<file path="config.mk">
export PLATFORM = sky130hd
export DESIGN_NAME = rf_writeback_queue
export DESIGN_NICKNAME = d
export VERILOG_FILES = /design/src/rtl/rf_writeback_queue.sv
export SDC_FILE = /design/constraint.sdc
export NUM_CORES = 1
export LEC_CHECK = 0
export CORE_ASPECT_RATIO = 1.1
export CORE_MARGIN = 2
export CORE_UTILIZATION = 40
export DETAILED_ROUTE_END_ITERATION = 10
export GPL_TIMING_DRIVEN = 0
export HOLD_SLACK_MARGIN = 0.05
export PLACE_DENSITY_LB_ADDON = 0.12
export SETUP_SLACK_MARGIN = 0.3
export SLEW_MARGIN = 5
export SYNTH_ARGS = -nofsm -noshare
export SYNTH_HDL_FRONTEND = slang
export SYNTH_SLANG_ARGS = --single-unit
</file>
<file path="constraint.sdc">
create_clock -name clk -period 4.1 [get_ports clk]
set_clock_uncertainty 0.2 [all_clocks]
set_input_delay 1.025 -clock clk [delete_from_list [all_inputs] [get_ports clk]]
set_output_delay 1.025 -clock clk [all_outputs]
set_load 0.02 [all_outputs]
</file>
<file path="src/rtl/rf_writeback_queue.sv">
// Write-side front end of the register file: accepts ALU and load results,
// queues them in order and drains one entry per cycle onto the RF write port.
// Two combinational lookups expose the newest pending value per register.
module rf_writeback_queue #(
  parameter int DEPTH = 4,
  parameter int AW    = 5,
  parameter int DW    = 32
) (
  input  logic                     clk,
  input  logic                     rst,
  input  logic                     alu_valid,
  output logic                     alu_ready,
  input  logic [AW-1:0]            alu_rd,
  input  logic [DW-1:0]            alu_data,
  input  logic                     ld_valid,
  output logic                     ld_ready,
  input  logic [AW-1:0]            ld_rd,
  input  logic [DW-1:0]            ld_data,
  input  logic                     wb_hold,
  output logic                     rf_we,
  output logic [AW-1:0]            rf_wa,
  output logic [DW-1:0]            rf_wd,
  input  logic [AW-1:0]            q1_addr,
  output logic                     q1_hit,
  output logic [DW-1:0]            q1_data,
  input  logic [AW-1:0]            q2_addr,
  output logic                     q2_hit,
  output logic [DW-1:0]            q2_data,
  output logic [$clog2(DEPTH):0]   pending,
  output logic                     empty
);

  localparam int PW = $clog2(DEPTH);
  localparam int CW = PW + 1;

  logic [AW-1:0] rd_q   [DEPTH];
  logic [DW-1:0] data_q [DEPTH];
  logic [PW-1:0] head_q, head_d;
  logic [PW-1:0] tail_q, tail_d;
  logic [CW-1:0] count_q, count_d;

  logic          full;
  logic          alu_fire, ld_fire;
  logic [AW-1:0] enq_rd;
  logic [DW-1:0] enq_data;
  logic          push, pop;
  logic [PW-1:0] fw1_slot, fw2_slot;

  assign full      = (count_q == CW'(DEPTH));
  assign empty     = (count_q == '0);
  assign pending   = count_q;

  // ALU has fixed priority; the load path only sees ready when the ALU is idle.
  assign alu_ready = !rst && !full;
  assign ld_ready  = !rst && !full && !alu_valid;
  assign alu_fire  = alu_valid && alu_ready;
  assign ld_fire   = ld_valid && ld_ready;
  assign enq_rd    = alu_fire ? alu_rd   : ld_rd;
  assign enq_data  = alu_fire ? alu_data : ld_data;
  // Writes to x0 complete the handshake but are never stored.
  assign push      = (alu_fire || ld_fire) && (enq_rd != '0);

  // Reset also suppresses the write so a flushed head never reaches the RF.
  assign rf_we     = !rst && !empty && !wb_hold;
  assign pop       = rf_we;
  assign rf_wa     = empty ? '0 : rd_q[head_q];
  assign rf_wd     = empty ? '0 : data_q[head_q];

  // Pointer and occupancy next-state.
  always_comb begin
    head_d  = head_q;
    tail_d  = tail_q;
    count_d = count_q;
    if (pop)  head_d = head_q + 1'b1;
    if (push) tail_d = tail_q + 1'b1;
    case ({push, pop})
      2'b10:   count_d = count_q + 1'b1;
      2'b01:   count_d = count_q - 1'b1;
      default: count_d = count_q;
    endcase
  end

  // Pointer and occupancy registers.
  always_ff @(posedge clk) begin
    if (rst) begin
      head_q  <= '0;
      tail_q  <= '0;
      count_q <= '0;
    end else begin
      head_q  <= head_d;
      tail_q  <= tail_d;
      count_q <= count_d;
    end
  end

  // Entry storage; slot contents are only meaningful below count_q.
  always_ff @(posedge clk) begin
    if (push) begin
      rd_q[tail_q]   <= enq_rd;
      data_q[tail_q] <= enq_data;
    end
  end

  // Query 1: walk oldest to newest so the newest match overwrites earlier ones.
  always_comb begin
    q1_hit   = 1'b0;
    q1_data  = '0;
    fw1_slot = '0;
    for (int i = 0; i < DEPTH; i++) begin
      fw1_slot = head_q + PW'(i);
      if ((CW'(i) < count_q) && (q1_addr != '0) && (rd_q[fw1_slot] == q1_addr)) begin
        q1_hit  = 1'b1;
        q1_data = data_q[fw1_slot];
      end
    end
  end

  // Query 2: same walk for the second decode read address.
  always_comb begin
    q2_hit   = 1'b0;
    q2_data  = '0;
    fw2_slot = '0;
    for (int i = 0; i < DEPTH; i++) begin
      fw2_slot = head_q + PW'(i);
      if ((CW'(i) < count_q) && (q2_addr != '0) && (rd_q[fw2_slot] == q2_addr)) begin
        q2_hit  = 1'b1;
        q2_data = data_q[fw2_slot];
      end
    end
  end

endmodule
</file>
Yosys cells after proc, flatten, opt, wreduce, memory -nomap -nowiden
Memories as Yosys holds them, arrays and structs flattened. A register that Yosys moved wholly into a read port is not among the register bits.
Cells that the tools add are included.

storage, ports and cells
  flip-flop bits (word level) = 7
  memories kept = 2
  memory bits (writable) = 148
  input bits = 89

memories
  name    words  bits a word  read ports  clocked after memory_dff  wr ports  RTL line  source
  data_q  4      32           4           1                         1         37        logic [DW-1:0] data_q [DEPTH];
  rd_q    4      5            4           1                         1         36        logic [AW-1:0] rd_q [DEPTH];

cells by class
  reduce and logical (&&, ||, !) cells = 34
  $lt $le $gt $ge = 4
  add/sub/neg operators = 6
  equal/unequal tests = 11
  mux-type cells = 27

operators with widths
  operator                                             number
  two-way mux 32 bit                                   10
  equality test 5 bit                                  8
  logical AND 1 bit                                    23
  nonzero test 5 bit                                   3
  two-way mux 1 bit                                    10
  two-way mux 5 bit                                    2
  two-way mux 2 bit                                    4
  < comparator 1 x 3 -> 1 bit, first input constant    2
  < comparator 2 x 3 -> 1 bit, first input constant    2
  one-hot mux 3 bit (2 select lines)                   1
  zero test 1 bit                                      5
  adder 2 x 1 -> 2 bit, second input constant          2
  adder 2 bit, second input constant                   2
  adder 3 x 1 -> 3 bit, second input constant          1
  equality test 3 bit, second input constant           1
  zero test 3 bit                                      1
  subtractor 3 x 1 -> 3 bit, second input constant     1
  equality test 2 x 1 -> 1 bit, second input constant  1
  equality test 2 bit, second input constant           1
  nonzero test 2 bit                                   1
  logical OR 1 bit                                     1

Logic depth before layout (Yosys ltp)
Gate-level depths: netlist (run 1).

  depth in word-level cells = 9
  gate-level depth with buffers = 12

Worst setup path before layout (run 1)
Ideal clock, no wire load.

  path kind = in2out
  from = input port q1_addr[0]
  to = output port q1_data[10]
  cell stages on the path = 9
  path slack = -0.246 ns
  arrival time = 3.121 ns
  path through = clkbuf_1 > nor3_1 > a211o_1 > a211oi_1 > and4_1 > buf_2 > clkbuf_1 > a31oi_1 > a211oi_1

on the way
  cells in the longest elaborated chain, start to end = 7
  elaborated cells between the ends (all ways) = 17
  those cells by class = eq/ne: 4; mux: 4; reduce/logical: 9

RTL lines
  what                             RTL line  source
  start, declared                  23        input logic [AW-1:0] q1_addr,
  nonzero test 5 bit               111       if ((CW'(i) < count_q) && (q1_addr != '0) && (rd_q[fw1_slot] == q1_addr)) begin
  logical AND 1 bit (2 in a row)   111
  two-way mux 32 bit (3 in a row)  111
  two-way mux 32 bit (*)           111
  end, declared                    25        output logic [DW-1:0] q1_data,

Mark *: on every way between the ends. The rest lies on a longest branch, timed or not.

Worst setup path after layout (run 1)
  from = register head_q[0]
  to = output port q2_data[31]

on the way
  cells in the longest elaborated chain, start to end = 7
  elaborated cells between the ends (all ways) = 14
  those cells by class = add/sub: 3; eq/ne: 3; mux: 3; reduce/logical: 3; memory: 2

RTL lines
  what                             RTL line  source
  start, declared                  38        logic [PW-1:0] head_q, head_d;
  start signal, assigned           86        head_q <= '0;
  start signal, assigned           90        head_q <= head_d;
  adder 2 x 1 -> 2 bit             124       fw2_slot = head_q + PW'(i);
  memory read (4 x 5 bit)          n/a
  equality test 5 bit              125       if ((CW'(i) < count_q) && (q2_addr != '0) && (rd_q[fw2_slot] == q2_addr)) begin
  logical AND 1 bit                125
  two-way mux 32 bit (2 in a row)  125
  two-way mux 32 bit (*)           125
  end, declared                    28        output logic [DW-1:0] q2_data,

Marked as above.

==> results of run 1 <==
power by group through the flow:
stage / logic, W / clock network [W] / registers [W]
final: 0.00262 / 0.00160 / 0.00193
after global routing: 0.00274 / 0.00165 / 0.00194
after CTS: 0.00249 / 0.00159 / 0.00193
after detailed placement: 0.00229 / 0 / 0.00196
after global placement: 0.00228 / 0 / 0.00195
after floorplan: 0.00148 / 0 / 0.00194
path summary, 6_finish.rpt:
kind	startpoint	end	depth (start not counted)
worst min-delay path	tail_q[1]$_SDFFE_PP0P_	tail_q[1]$_SDFFE_PP0P_	2
worst max register to register	pending[0]$_SDFFE_PP0P_	pending[2]$_SDFFE_PP0P_	11
worst min register to register	tail_q[1]$_SDFFE_PP0P_	tail_q[1]$_SDFFE_PP0P_	2
worst max-delay path	head_q[0]$_SDFFE_PP0P_	q2_data[31]	12
kinds of logic after synthesis:
logic type | after synthesis | share of synthesized area [%]
compound gates | 241 | 13.4
xor+xnor | 42 | 3.09
fa+ha+maj | 9 | 0.946
buf+inv | 161 | 5.65
flops | 157 | 38.9
mux | 184 | 25.0
simple gates | 291 | 13.0
cells in the final DEF (no fill, tap or decap), types with 20 or more instances in the layout:
| cell | Yosys | routed |
|---|---|---|
| edfxtp_1 | 148 | 148 |
| clkdlybuf4s50_1 | 0 | 89 |
| buf_6 | 5 | 88 |
| mux4_2 | 82 | 83 |
| nand2_1 | 74 | 73 |
| o21ai_0 | 97 | 68 |
| mux2_2 | 64 | 64 |
| nor2_1 | 43 | 41 |
| inv_1 | 41 | 40 |
| clkbuf_16 | 0 | 40 |
| mux2i_1 | 36 | 36 |
| nor3_4 | 0 | 34 |
| buf_4 | 2 | 33 |
| and3_1 | 32 | 32 |
| a211oi_4 | 0 | 31 |
| nand4b_1 | 31 | 31 |
| o22ai_4 | 0 | 31 |
| clkbuf_1 | 81 | 28 |
| o21ai_4 | 0 | 24 |
| xnor2_1 | 28 | 23 |
| a31oi_2 | 0 | 23 |
| nor3_1 | 66 | 22 |
| dlygate4sd2_1 | 0 | 22 |
| clkbuf_2 | 0 | 20 |
sequential cells by signal, summed over array words and instances (netlist names), named ones only:
register and count:
data_q 128, head_q 2, pending 3, rd_q 20
tail_q 2
per-stage QoR:
step / total power [W] / setup slack, ns / cell area (um^2) / hold slack [ns]
after floorplan: 0.00342 / 0.129 / 13200 / 0.269
after global placement: 0.00423 / -1.38 / 15600 / 0.287
after detailed placement: 0.00425 / -1.38 / 15600 / 0.302
after CTS: 0.00600 / -0.444 / 18100 / 0.311
after global routing: 0.00632 / -0.502 / 18700 / 0.358
final: 0.00614 / -0.444 / 18700 / 0.310
repair_timing:
item,CTS,global route
pin swaps,86,20
gates cloned,17,5
buffers inserted,31,9
setup endpoints to repair,253,76
gates resized for setup,722,91
hold endpoints to repair,0,0
area by class of cell:
class | count | area [um^2] | area share (%)
inverter | 42 | 158 | 0.845
tap | 374 | 468 | 2.51
timing repair buffer | 249 | 2820 | 15.1
multi-input combinational | 767 | 8750 | 46.9
clock inverter | 12 | 140 | 0.751
sequential | 157 | 4630 | 24.8
clock buffer | 19 | 433 | 2.32
buffer | 119 | 1260 | 6.75
worst min-delay path, cell delays in order, from the launching register on:
cell and delay (ns):
dfxtp_1 0.34, nand2_1 0.07, a21oi_1 0.06
metal layers:
layer	routed length [um]	part of all wire [%]	GRT usage, %	up-vias
met4	2010	4.2	13.5	0
li1	-	-	-	4797
met2	23200	49	49.3	712
met3	3960	8.3	4.96	159
met5	0	0	0	-
met1	18400	39	37.8	5757
==> impl_metrics.json, run 1 <==
{
  "synthCells": 1085,
  "p_sw_w": 0.00228,
  "max_clock_freq_mhz": 220,
  "ys_top_cells_by_area": "edfxtp_1, mux4_2, mux2_2",
  "critical_path.max_stage_delay_ns": 0.58,
  "ios": 199,
  "setup_viol": 66,
  "final_nets": 1451,
  "period_minus_slack_ns": 4.54,
  "vias": 11400,
  "final_cells": 1739,
  "ir_drop_mv": 0.288,
  "yosysMostFrequentCell": "edfxtp_1",
  "hold_violations": 0,
  "fp.coreArea_um2": 29400,
  "num_antenna_cells": 0,
  "synth.avg_cell_area_um2": 11.0,
  "netlist_area_um2": 11900,
  "path_common_cell": "buf_6",
  "grt_max_degree": 38,
  "synth_edf_count": 148,
  "drive_gt1_share_pct": 45.0,
  "drc": 0,
  "clk_latency_ns": 0.43,
  "rrSetupSlack_ns": 0.65,
  "clockPowerShare_pct": 26.0,
  "min_path_type": "reg -> reg",
  "end_kind": "output pin",
  "cts_tree": "yes",
  "crit_family": "buffers and inverters",
  "slowest_stage": "or4_4",
  "synth-main-ff-cell": "edfxtp_1",
  "power.density_nw_per_um2": 329,
  "grt_pass1_vias": 11400,
  "path_class": "reg -> out",
  "async_flop_share_pct": 0,
  "ys_ff_latch": 157,
  "critPathLaunchType": "register",
  "synth_top_cell_by_area": "edfxtp_1",
  "grt_use_total_pct": 29.5,
  "core.rowCount": 66,
  "clock_path_buffers": 2,
  "outcome": "finished with violations",
  "path_buf_inv": 6,
  "slew_violations": 0,
  "cts-buffers-inserted": 17,
  "maxCapViolCount": 0,
  "post_drt_via_cell_ratio": 6.57,
  "violations": "negative setup slack",
  "dp_cells": 1646,
  "initial_core_util_pct": 40.5,
  "tightest_slew_ns": 0.873,
  "h-tree-depth": 4,
  "intPower_w": 0.00387,
  "worst_slack_ns": -0.444,
  "rsz0062_at_grt": "true",
  "comb_power_share_pct": 42.6,
  "dr.pass1.iters": 7,
  "antenna_left": 0,
  "synthesis.nets": 1183,
  "fin_util_pct": 63.5,
  "fin_crit_sh_pct": 111,
  "drt_iter0_markers": 1175,
  "pwr-share-seq_pct": 31.4,
  "place_congestion": 0.914,
  "fin_tns_setup_ns": -25.44,
  "path_clk_slew_ns": 0.07,
  "avgRoutedWirePerCell_um": 27.3,
  "ys_warn_count": 0,
  "area_growth_pct": 56.9,
  "fillers": 2204,
  "port_buffers": 187,
  "required_ns": 2.87,
  "clock_tree.root_cell": "clkbuf_16",
  "synth_common_cells": "edfxtp_1, o21ai_0, mux4_2",
  "grt_pass1_wl_um": 68700,
  "power.leakage_nw": 6.51,
  "chipHeight_um": 185,
  "p_sw_share_pct": 37.0,
  "wl_um": 47500,
  "slew_headroom_pct": 41.8,
  "die_area_um2": 31100,
  "synth_cell_types": 49,
  "die_width_um": 168,
  "crit_path_max_fanout": 8,
  "grt_overflow": 0,
  "ctsHoldBuffers": 0,
  "synthDominantCellAreaShare_pct": 37.4,
  "arrival_ns": 3.32,
  "dp_hpwl_um": 29600,
  "clkSinkCount": 157,
  "grt_antenna_before_repair": 0,
  "yosysSeqAreaShare_pct": 38.9,
  "crit_chain": "buf_6 > buf_12 > buf_6 > buf_12 > mux4_2 > xnor2_2 > nand4_1 > or4_4 > clkbuf_16 > nor3b_4 > a311oi_4 > buf_6"
}
Power figures use the tool's default switching activity.
==> inputs of run 2 (changes only) <==
Settings changed: SETUP_SLACK_MARGIN 0.3 to default.
==> impl_metrics.json, run 2 (synthesis results as in run 1) <==
{
  "clockPowerShare_pct": 27.5,
  "place_congestion": 0.892,
  "port_buffers": 187,
  "path_class": "in -> out",
  "pwr-share-seq_pct": 31.3,
  "clkSinkCount": 157,
  "power.density_nw_per_um2": 346,
  "chipHeight_um": 185,
  "final_common_cell": "edfxtp_1",
  "violations": "negative setup slack",
  "worstSetupStartpoint": "q2_addr[3]",
  "top_register": "data_q",
  "path_depth": 10,
  "hold_violations": 0,
  "avgRoutedWirePerCell_um": 26.6,
  "setup_viol": 66,
  "ios": 199,
  "h-tree-depth": 4,
  "p_sw_w": 0.00222,
  "r2r_start": "pending[0]$_SDFFE_PP0P_",
  "drc": 0,
  "fin_area_um2": 17900,
  "path_clk_slew_ns": 0.07,
  "crit_path_max_fanout": 7,
  "grt_overflow": 0,
  "final_nets": 1429,
  "final_cell_mix": "edfxtp_1, clkdlybuf4s50_1, mux4_2",
  "largest_register_ffs": 128,
  "arrival_ns": 3.27,
  "required_ns": 2.87,
  "slowest_stage": "or4_4",
  "worst_slack_ns": -0.396,
  "tightest_slew_ns": 0.875,
  "fp.coreArea_um2": 29400,
  "reg2reg_to": "data_q[2][0]$_DFFE_PP_",
  "rrSetupSlack_ns": 0.47,
  "intPower_w": 0.00395,
  "r2r_cells": 9,
  "initial_core_util_pct": 40.5,
  "grt_max_degree": 26,
  "maxCapViolCount": 0,
  "p_sw_share_pct": 35.9,
  "totalPowerFinal_w": 0.00617,
  "post_dp_cell_area_um2": 14800,
  "grt_pass1_wl_um": 67600,
  "num_antenna_cells": 0,
  "drt_iter0_markers": 1276,
  "clock_tree.root_cell": "clkbuf_16",
  "dp_cells": 1650,
  "cts_tree": "yes",
  "clock_path_buffers": 2,
  "crit_chain": "clkbuf_2 > nor4_4 > a211oi_2 > o21ai_1 > or4_4 > buf_12 > buf_12 > o311a_4 > o22ai_4 > buf_6",
  "post_drt_via_cell_ratio": 6.46,
  "die_area_um2": 31100,
  "rsz0062_at_grt": "true",
  "die_width_um": 168,
  "dp_hpwl_um": 30000,
  "grt_pass1_vias": 11100,
  "cts-buffers-inserted": 17,
  "period_minus_slack_ns": 4.50,
  "end_kind": "output pin",
  "min_path_type": "reg -> reg",
  "power.leakage_nw": 6.15,
  "path_common_cell": "buf_12",
  "whs_path_depth": 2,
  "slew_violations": 0,
  "drive_gt1_share_pct": 43.5,
  "ir_drop_mv": 0.301,
  "path_buf_inv": 4,
  "dr.pass1.iters": 6,
  "outcome": "finished with violations",
  "slew_headroom_pct": 41.7,
  "ctsHoldBuffers": 0,
  "critPathLaunchType": "input port",
  "wl_um": 45700,
  "crit_family": "compound AO/OA/AOI/OAI gates",
  "area_growth_pct": 50.0,
  "clk_latency_ns": 0.44,
  "grt_antenna_before_repair": 0,
  "comb_power_share_pct": 41.2,
  "fin_crit_sh_pct": 110,
  "final_cells": 1718,
  "max_clock_freq_mhz": 222,
  "vias": 11100,
  "grt_use_total_pct": 29.0,
  "critical_path.max_stage_delay_ns": 0.55,
  "critical_path.endpoint": "q2_data[30]",
  "core.rowCount": 66,
  "antenna_left": 0
}
==> run 2: worst min-delay path, stage by stage (launching register included) <==
cell and delay [ns]:
dfxtp_1 0.34, nand2_1 0.06, a21oi_1 0.05
==> run 2: per-layer routing <==
layer | share of wire, % | vias up | track usage, %
met2 | 48 | 696 | 47.1
li1 | - | 4744 | -
met4 | 4.5 | 0 | 13.0
met1 | 39 | 5532 | 37.5
met5 | 0 | - | 0
met3 | 8.6 | 130 | 6.24
==> run 2: stage by stage <==
stage	util, %	hold WS [ns]	setup WS [ns]	TNS, ns
6_report	60.7	0.298	-0.396	-21.92
5_1_grt	60.7	0.337	-0.450	-26.01
4_1_cts	58.6	0.300	-0.414	-23.65
3_5_place_dp	50.5	0.291	-1.42	-93.23
3_3_place_gp	50.2	0.286	-1.43	-259.57
2_1_floorplan	-	0.269	0.00549	0
==> run 2: area by class of cell <==
type / instances / area [um^2]
Timing Repair Buffer: 233 / 2490
Buffer: 113 / 1000
Fill cell: 2307 / 11500
Inverter: 42 / 158
Multi-Input combinational cell: 767 / 8470
Sequential cell: 157 / 4640
Clock buffer: 21 / 460
Clock inverter: 11 / 159
Tap cell: 374 / 468
==> run 2: worst min-delay path by stage <==
stage	startpoint	endpoint	slack (ns)
after floorplan	tail_q[1]$_SDFFE_PP0P_	tail_q[1]$_SDFFE_PP0P_	0.27
after global placement	tail_q[1]$_SDFFE_PP0P_	tail_q[1]$_SDFFE_PP0P_	0.29
after detailed placement	tail_q[1]$_SDFFE_PP0P_	tail_q[1]$_SDFFE_PP0P_	0.29
after CTS	tail_q[1]$_SDFFE_PP0P_	tail_q[1]$_SDFFE_PP0P_	0.30
after global routing	tail_q[1]$_SDFFE_PP0P_	tail_q[1]$_SDFFE_PP0P_	0.34
final	tail_q[1]$_SDFFE_PP0P_	tail_q[1]$_SDFFE_PP0P_	0.30
==> run 2: power groups by stage <==
stage / combinational (W) / sequential [W] / clock (W)
6_report: 0.00255 / 0.00193 / 0.00170
4_1_cts: 0.00243 / 0.00193 / 0.00169
3_5_place_dp: 0.00224 / 0.00196 / 0
3_3_place_gp: 0.00222 / 0.00196 / 0
2_1_floorplan: 0.00142 / 0.00194 / 0
5_1_grt: 0.00269 / 0.00194 / 0.00176
==> run 2: what timing repair did <==
item                                    4_1_cts  5_1_grt
resized for setup                           693      143
endpoints found under the setup margin       97       95
setup buffers                                20        9
pin swaps                                    66       52
gates cloned                                 11        2
==> inputs of run 3 (changes only) <==
Clock period 4.1 ns to 5.1 ns, I/O delays scaled along.
==> impl_metrics.json, run 3 (synthesis results as in run 1) <==
{
  "outcome": "completed",
  "slew_violations": 0,
  "fp.coreArea_um2": 29400,
  "path_class": "in -> out",
  "grt_max_degree": 25,
  "setup_viol": 0,
  "grt_pass1_vias": 10700,
  "power.leakage_nw": 5.26,
  "seqCellArea_um2": 4630,
  "grt_overflow": 0,
  "required_ns": 3.62,
  "drive_gt1_share_pct": 26.8,
  "port_buffers": 187,
  "h-tree-depth": 4,
  "grt_use_total_pct": 27.2,
  "avgRoutedWirePerCell_um": 25.5,
  "clk_latency_ns": 0.43,
  "crit_path_max_fanout": 10,
  "clock_path_buffers": 2,
  "fillers": 2650,
  "whs_path_depth": 2,
  "final_nets": 1397,
  "ctsHoldBuffers": 0,
  "final_cell_mix": "edfxtp_1, clkdlybuf4s50_1, o21ai_0",
  "fin_area_um2": 15100,
  "top_register": "data_q",
  "max_clock_freq_mhz": 198,
  "drt_iter0_markers": 1023,
  "totalPowerFinal_w": 0.00462,
  "post_dp_cell_area_um2": 14300,
  "place_congestion": 0.899,
  "min_path_type": "reg -> reg",
  "arrival_ns": 3.58,
  "hold_violations": 0,
  "chipHeight_um": 185,
  "dp_slack_ns": -0.967,
  "grt_antenna_before_repair": 0,
  "period_minus_slack_ns": 5.05,
  "num_antenna_cells": 0,
  "die_area_um2": 31100,
  "multi_input_area_um2": 6890,
  "fin_crit_sh_pct": 99.1,
  "wl_um": 42900,
  "rrSetupSlack_ns": 1.35,
  "dr.pass1.iters": 6,
  "min_from": "tail_q[1]$_SDFFE_PP0P_",
  "critPathLaunchType": "input port",
  "final_common_cell": "edfxtp_1",
  "grt_pass1_wl_um": 63700,
  "largest_register_ffs": 128,
  "drc": 0,
  "cts_tree": "yes",
  "post_drt_via_cell_ratio": 6.41,
  "fin_tns_setup_ns": 0,
  "ir_drop_mv": 0.205,
  "maxCapViolCount": 0,
  "r2r_start": "pending[0]$_SDFFE_PP0P_",
  "worstSetupStartpoint": "q1_addr[1]",
  "cts-buffers-inserted": 17,
  "end_kind": "output pin",
  "vias": 10800,
  "fin_util_pct": 51.4,
  "power.density_nw_per_um2": 306,
  "slew_headroom_pct": 27.5,
  "area_growth_pct": 27.0,
  "core.rowCount": 66,
  "worst_slack_ns": 0.0470,
  "clkSinkCount": 157,
  "path_clk_slew_ns": 0.06,
  "antenna_left": 0,
  "die_width_um": 168,
  "r2r_cells": 9,
  "clock_tree.root_cell": "clkbuf_16",
  "initial_core_util_pct": 40.5,
  "tightest_slew_ns": 1.09,
  "ios": 199,
  "dp_hpwl_um": 29800
}
run 3: cell count changes in the layout (fill, tap and decap cells not counted), moves of 25 or more:
cell      before  now
buf_6         64    6
o311a_1        2   31
clkbuf_1      26   51
nor3_1        28   62
nor3_4        30    1
o311a_4       29    0
buf_2          5   30
o22ai_4       29    0
run 3: report_power, final:
part	leakage [nW]	switching, W	total (W)	internal (W)
registers	1.43	0.0000495	0.00155	0.00150
clock network	0.275	0.000537	0.00128	0.000741
logic	3.56	0.00105	0.00180	0.000751
total	5.26	0.00163	0.00462	0.00299
run 3: path summary, 6_finish.rpt:
check,endpoint
setup / recovery,q1_data[17]
hold reg to reg,tail_q[1]$_SDFFE_PP0P_
setup reg to reg,data_q[1][14]$_DFFE_PP_
hold / removal,tail_q[1]$_SDFFE_PP0P_
run 3: per-layer routing:
metal | vias up | routed length (um) | global-route usage [%]
met5 | - | 0 | 0
met4 | 0 | 1190 | 9.86
met3 | 95 | 3930 | 5.85
met2 | 663 | 20900 | 45.8
met1 | 5380 | 16900 | 34.7
li1 | 4677 | - | -
run 3: what timing repair did:
item,4_1_cts,5_1_grt
setup endpoints to repair,66,65
gates cloned,0,0
hold endpoints to repair,0,0
pin swaps,2,3
gates resized for setup,227,121
setup buffers,4,3
run 3: area by class of cell:
class,count,share of cell area (%)
buffer,116,3.93
clock buffer,21,2.98
clock inverter,11,0.894
inverter,42,1.04
multi-input combinational,767,45.6
sequential,157,30.6
tap,374,3.10
timing repair buffer,198,11.9
run 3: stage by stage:
| stage | hold WS [ns] | std cells |
|---|---|---|
| global placement | 0.287 | 1646 |
| global route | 0.344 | 1686 |
| finish | 0.328 | 1686 |
| floorplan | 0.269 | 1085 |
| detailed placement | 0.311 | 1650 |
| CTS | 0.319 | 1684 |
run 3: worst max-delay path, stage by stage:
cell and delay (ns):
clkbuf_2 0.18, nor3_1 0.10, a211o_1 0.30, a211oi_1 0.19
and4_1 0.20, buf_2 0.24, clkbuf_4 0.30, a31oi_1 0.10
a211oi_1 0.33, dlygate4sd1_1 0.36
